===== src/rtl/ysyx_23060208_pcgen.sv =====
// ysyx_23060208_pcgen -- fetch PC generator.
//
// Issues sequential fetch addresses to the fetch stage with a valid/ready
// handshake, applies branch and trap redirects (trap wins), aligns
// redirect targets down to instruction boundaries, and supports a
// halt/resume mode. Every output is taken straight from a register.
//
// Ports:
//   clk, rst           clock, synchronous active-high reset
//   pc_ready           fetch accepts pc this cycle
//   br_valid/target    branch redirect request and target
//   trap_valid/target  trap/mret redirect request and target
//   halt_req           level request to stop issuing PCs
//   resume             pulse to leave HALT
//   pc, pc_valid       offered fetch address and its valid
//   flush              one-cycle pulse after a redirect
//   misalign           one-cycle pulse when a redirect target was misaligned
//   halted             FSM is in HALT
//   issue_cnt          count of completed pc handshakes
//
// state | meaning
// BOOT  | single cycle after reset, nothing offered
// RUN   | pc offered to fetch, advances on handshake
// HALT  | issuing stopped, redirects still land in pc
module ysyx_23060208_pcgen #(
  parameter int unsigned              DATA_WIDTH   = 32,
  parameter logic [DATA_WIDTH-1:0]    RESET_VECTOR = 32'h8000_0000,
  parameter int unsigned              INST_BYTES   = 4,
  parameter int unsigned              CNT_WIDTH    = 32
) (
  input  logic                  clk,
  input  logic                  rst,
  input  logic                  pc_ready,
  input  logic                  br_valid,
  input  logic [DATA_WIDTH-1:0] br_target,
  input  logic                  trap_valid,
  input  logic [DATA_WIDTH-1:0] trap_target,
  input  logic                  halt_req,
  input  logic                  resume,
  output logic [DATA_WIDTH-1:0] pc,
  output logic                  pc_valid,
  output logic                  flush,
  output logic                  misalign,
  output logic                  halted,
  output logic [CNT_WIDTH-1:0]  issue_cnt
);

  localparam int unsigned ALIGN_BITS = $clog2(INST_BYTES);
  localparam logic [DATA_WIDTH-1:0] ALIGN_MASK =
    {{(DATA_WIDTH-ALIGN_BITS){1'b1}}, {ALIGN_BITS{1'b0}}};
  localparam logic [DATA_WIDTH-1:0] PC_STEP = DATA_WIDTH'(INST_BYTES);

  typedef enum logic [1:0] {
    BOOT = 2'd0,
    RUN  = 2'd1,
    HALT = 2'd2
  } state_e;

  state_e                state_q, state_d;
  logic [DATA_WIDTH-1:0] pc_q, pc_d;
  logic                  flush_q, flush_d;
  logic                  misalign_q, misalign_d;
  logic [CNT_WIDTH-1:0]  cnt_q, cnt_d;

  logic                  valid_w;
  logic                  handshake;
  logic                  redirect;
  logic [DATA_WIDTH-1:0] redir_tgt;

  assign valid_w   = (state_q == RUN);
  assign handshake = valid_w & pc_ready;
  assign redirect  = trap_valid | br_valid;
  assign redir_tgt = trap_valid ? trap_target : br_target;

  always_comb begin
    state_d    = state_q;
    pc_d       = pc_q;
    cnt_d      = cnt_q;
    flush_d    = 1'b0;
    misalign_d = 1'b0;

    case (state_q)
      BOOT:    state_d = RUN;
      // pc_valid is always 1 in RUN, so halting waits for the handshake
      // that retires the pc currently on offer.
      RUN:     if (halt_req && handshake) state_d = HALT;
      HALT:    if (resume && !halt_req) state_d = RUN;
      default: state_d = BOOT;
    endcase

    if (handshake) begin
      cnt_d = cnt_q + CNT_WIDTH'(1);
      pc_d  = pc_q + PC_STEP;
    end

    // A redirect beats the sequential step but the handshake still counts.
    if (redirect) begin
      pc_d       = redir_tgt & ALIGN_MASK;
      flush_d    = 1'b1;
      misalign_d = |redir_tgt[ALIGN_BITS-1:0];
    end
  end

  always_ff @(posedge clk) begin
    if (rst) begin
      state_q    <= BOOT;
      pc_q       <= RESET_VECTOR;
      flush_q    <= 1'b0;
      misalign_q <= 1'b0;
      cnt_q      <= '0;
    end else begin
      state_q    <= state_d;
      pc_q       <= pc_d;
      flush_q    <= flush_d;
      misalign_q <= misalign_d;
      cnt_q      <= cnt_d;
    end
  end

  assign pc        = pc_q;
  assign pc_valid  = valid_w;
  assign flush     = flush_q;
  assign misalign  = misalign_q;
  assign halted    = (state_q == HALT);
  assign issue_cnt = cnt_q;

endmodule


===== config.mk =====
export PLATFORM = sky130hd
export DESIGN_NAME = ysyx_23060208_pcgen
export DESIGN_NICKNAME = d
export VERILOG_FILES = /design/src/rtl/ysyx_23060208_pcgen.sv
export SDC_FILE = /design/constraint.sdc
export NUM_CORES = 1
export LEC_CHECK = 0
export ABC_AREA = 0
export BUFFER_PORTS_ARGS = -buffer_cell sky130_fd_sc_hd__buf_4
export CAP_MARGIN = 10
export CORE_AREA = 2 2 93 184
export CTS_CLUSTER_DIAMETER = 150
export DETAILED_ROUTE_END_ITERATION = 16
export DIE_AREA = 0 0 95 186
export HOLD_SLACK_MARGIN = 0.08
export SLEW_MARGIN = 20
export SYNTH_ARGS = -nofsm -noshare
export SYNTH_HDL_FRONTEND = slang
export SYNTH_SLANG_ARGS = --single-unit

===== constraint.sdc =====
create_clock -name clk -period 3.7 [get_ports clk]
set_input_delay 0.185 -clock clk [delete_from_list [all_inputs] [get_ports clk]]
set_output_delay 0.185 -clock clk [all_outputs]
set_load 0.005 [all_outputs]

Word level (Yosys, flattened, before mapping). Index checks and enable logic that the tools add are counted.

Register bits after elaboration: 68. Bits in latches: 0. Memory bits (writable): 0. Bits in read-only memories: 0. Input port bits: 71. Output and inout port bits: 68. Word-level logic and storage cells: 31. Memories kept: 0.

Add/sub/neg operators: 2. $mul: 0. Divide/modulo/power cells: 0. $lt $le $gt $ge: 0. Equality and inequality tests: 4. Shift-type cells: 0. Mux-type cells: 7. Bitwise gates (word level): 3. Reduce and logical (&&, ||, !) cells: 9.

Operators with widths (number): $mux W32 (3); $add A32 B1 Y32 const B (1); $add A32 B3 Y32 const B (1); $pmux W2 S3 (1); $reduce_or A2 Y1 (3); $mux W2 (2); $ne A2 B1 Y1 const B (2); $eq A2 B1 Y1 const B (1); $eq A2 B2 Y1 const B (1); $logic_and A1 B1 Y1 (2); $logic_not A2 Y1 (1); $reduce_and A2 Y1 (1); $reduce_bool A2 Y1 (1); $and A1 B1 Y1 (1); $logic_not A1 Y1 (1); $mux W1 (1); $not A1 Y1 (1); $or A1 B1 Y1 (1).

Depth between registers and ports, before layout.
Depth after elaboration: 5. Mapped depth: 8. Mapped depth without buffers: 6.

Worst setup path before layout. OpenSTA, ideal clock, no wires.

Path type: register to register. Start: register pc_q[2] (netlist: pc[2]). End: register pc_q[24] (netlist: pc[24]). Setup time: 0.114 ns. Data arrival time: 1.734 ns. Required time: 3.586 ns. Slack: 1.851 ns. Cell stages (with the launch flop): 7. Path buffers: 0. Clock period less this slack: 1.849 ns. Cell sequence: dfxtp_1 ha_1 nand3_1 nor3_1 nand3_1 mux2i_1 a2111oi_0.

Cells in the longest elaborated chain, start to end: 3.

Ends and longest elaborated chain: start: declaration (line 60) `logic [DATA_WIDTH-1:0] pc_q, pc_d;`; start signal: assignment (line 113) `pc_q <= pc_d;`; $add A32 B3 Y32 (line 93) `pc_d = pc_q + PC_STEP;`; $mux W32 (line 91) `if (handshake) begin`; $mux W32 (line 97) `if (redirect) begin`.

No other way between the ends. The select of a mux whose other input is x is not followed. A chain may end at the register's enable or synchronous reset.

Final worst setup path. Ends and elaborated chain as after synthesis.

==> results.sh <==
export IMPL_drc=0
export IMPL_num_vias=4100
export IMPL_slew_headroom_pct=36.9
export IMPL_post_cts_buffers=0
export IMPL_seq_area_frac_synth_pct=34.7
export IMPL_cts_path_max_buffers=2
export IMPL_cts_root_buffer_cell="clkbuf_16"
export IMPL_p_per_area_nw_per_um2=356
export IMPL_whs_ns=0.106
export IMPL_rsz0062_at_grt="false"
export IMPL_die_h_um=186
export IMPL_syn2layout_area_growth_pct=38.8
export IMPL_timing_fmax_mhz=439
export IMPL_synth_cell_type_count=59
export IMPL_synth_edff_count=0
export IMPL_comb_power_share_pct=13.7
export IMPL_worst_setup_path_start_kind="flip-flop"
export IMPL_ant_nets=0
export IMPL_core_rowCount=66
export IMPL_setup_viol=0
export IMPL_nNetsFinal=669
export IMPL_initial_core_util_pct=23.4
export IMPL_final_setup_worst_slack_ns=1.42
export IMPL_critPathLaunch="pc[2]$_SDFFE_PP0P_"
export IMPL_fin_util_pct=32.5
export IMPL_vdd_drop_max_mv=0.171
export IMPL_syn_area_um2=3810
export IMPL_num_antenna_cells=0
export IMPL_io_pins=139
export IMPL_gp_congestion=0.813
export IMPL_p_leak_uw=0.00209
export IMPL_dp_hpwl_mm=10.9
export IMPL_avgSynthCellArea_um2=8.00
export IMPL_core_um2=16300
export IMPL_drtIter0Drc=183
export IMPL_pre_cts_slack_ns=1.40
export IMPL_outcome="complete, no violations"
export IMPL_reg2reg_from="pc[2]$_SDFFE_PP0P_"
export IMPL_design_area_um2=5290
export IMPL_worst_path_buf_inv=0
export IMPL_slew_viol_final=0
export IMPL_yosys_warnings=0
export IMPL_place_area_um2=4980
export IMPL_layout_min_cycle_time_ns=2.28
export IMPL_wl_mm=14.2
export IMPL_cp_arrival_ns=2.49
export IMPL_critPathCaptureType="flip-flop"
export IMPL_cts_htree_levels=3
export IMPL_seqCellArea_um2=1320
export IMPL_grt_pass1_wl_mm=22.1
export IMPL_critical_path_class="flip-flop to flip-flop"
export IMPL_critPathMaxFanout=7
export IMPL_multiInputGateArea_um2=2300
export IMPL_intPower_uw=1430
export IMPL_path_clk_slew_ns=0.05
export IMPL_finalHoldViolCount=0
export IMPL_async_flop_share_pct=0
export IMPL_fin_setup_tns_ns=0
export IMPL_cp_required_ns=3.91
export IMPL_drive_gt1_share_pct=27.5
export IMPL_switching_share_pct=24.3
export IMPL_drv_cap=0
export IMPL_cp_slowest_stage_delay_ns=0.61
export IMPL_p_sw_uw=457
export IMPL_tightest_slew_ns=0.943
export IMPL_clkPwrFrac_pct=45.2
export IMPL_seqPwrFrac_pct=41.1
export IMPL_grtUsageTotal_pct=16.4
export IMPL_min_from="br_target[31]"
export IMPL_crit_chain="ha_1, nand3_1, nor3_1, nand3_1, mux2i_1, a2111oi_0"
export IMPL_grt_max_degree=69
export IMPL_crit_top_cell="nand3_1"
export IMPL_wl_per_cell_um=17.7
export IMPL_via_per_inst=5.09
export IMPL_antenna_found_initial=0
export IMPL_grt_pass1_vias=4013
export IMPL_skew_ns=0.00521
export IMPL_hp_class="input port to flip-flop"
export IMPL_synth_ff_type="dfxtp_1"
export IMPL_ys_ff_latch=66
export IMPL_clock_sinks=66
export IMPL_clkLatencyLatePin_ns=0.33
export IMPL_netlist_instances=476
export IMPL_slowest_stage="nor3_1"
export IMPL_first_pass_iters=5
export IMPL_dieArea_um2=17700
export IMPL_overflow=0
export IMPL_io_buffers=136
export IMPL_cts_buffers=9
export IMPL_die_x_um=95
export IMPL_fillerInstances=1712
export IMPL_fin_crit_sh_pct=61.6
export IMPL_path_delay_family="simple AND/OR/NAND/NOR gates"
export IMPL_cts_tree="done"
-- per-stage QoR --
stage               instances  power, uW
floorplan                 477        901
global placement          788       1050
detailed placement        788       1050
CTS                       805       1920
global route              805       1970
finish                    805       1880
-- cells in the final DEF, fill, tap and decap left out, types with 9 or more instances in the layout --
cell	count
nor4_1	11
nand2_1	32
nor3_1	24
clkbuf_16	9
a21oi_1	26
xnor2_1	20
and3_1	12
a22oi_1	19
nand3_1	28
dfxtp_1	66
xor2_1	10
inv_1	14
nor2_1	47
o21ai_0	14
buf_4	140
nand4_1	24
-- path summary, 6_finish.rpt --
kind	to	slack (ns)	cells after the start
worst max register to register	pc[24]$_SDFFE_PP0P_	1.42	6
worst max-delay path	pc[24]$_SDFFE_PP0P_	1.42	6
worst min register to register	issue_cnt[1]$_SDFFE_PP0P_	0.51	2
worst min-delay path	pc[31]$_SDFFE_PP1P_	0.11	3
-- what timing repair did --
action,CTS,global route
hold buffers,1,0
gates resized for setup,0,0
endpoints found under the hold margin,1,0
-- cells by family after synthesis --
kind of cell / share of synthesized area, %
flip-flops: 34.7
other: 0.0984
multiplexers: 2.43
buffers and inverters: 5.19
AO/OA/AOI/OAI: 19.8
AND/OR/NAND/NOR: 30.2
adder cells (fa/ha/maj): 0.657
XOR/XNOR: 6.90
-- Yosys cell counts, drive strengths merged, types with 2 or more instances --
master,n,area share [%]
dfxtp,66,35
nor2,47,4.6
nand2,32,3.2
nand3,28,3.7
a21oi,26,3.4
nand4,25,4.3
nor3,24,3.2
buf,20,2.5
xnor2,20,4.6
a22oi,19,3.7
o21ai,15,2.0
inv,14,1.4
nor4,14,3.3
clkbuf,13,1.3
and3,12,2.0
xor2,10,2.3
a211oi,8,1.6
and4,8,1.8
mux2i,7,1.8
a22o,5,1.1
nand2b,4,0.66
nor2b,4,0.66
o221ai,4,0.92
or3,4,0.66
a21o,3,0.59
a221o,3,0.79
a221oi,3,0.69
o31ai,3,0.59
a2111oi,2,0.46
a222oi,2,0.53
a31o,2,0.46
a31oi,2,0.33
a41o,2,0.53
and2,2,0.33
ha,2,0.66
mux2,2,0.59
o311a,2,0.53
or2,2,0.33
or4,2,0.49
-- power by group through the flow --
stage               combinational, uW  sequential, uW  clock [uW]
detailed placement                261             789           0
global placement                  260             788           0
finish                            258             775         851
floorplan                         121             780           0
CTS                               263             774         883
global route                      285             779         909
-- routing by layer --
metal	routed length [um]	GRT usage (%)	part of all wire, %	vias to the layer above
met5	0	0	0	-
met4	161	5.16	1.1	0
met3	715	3.12	5.0	8
met2	8210	31.9	58	127
met1	5130	17.1	36	1945
li1	-	-	-	2020
-- registers in the layout, summed over array words and instances, names as in the netlist --
signal / flops
issue_cnt: 32
pc: 30
state_q: 2
flush: 1
misalign: 1
-- worst min-delay path, cell delays in order --
cell	delay, ns
buf_4	0.08
a221oi_1	0.06
o21ai_1	0.07
-- layout make-up --
type,count,area share [%]
flip-flops and latches,66,25.0
repair buffers,141,20.1
clock inverters,2,0.663
multi-input cells,364,43.5
clock buffers,14,4.99
well taps,204,4.83
inverters,14,0.994
(Power assumes the default switching activity.)
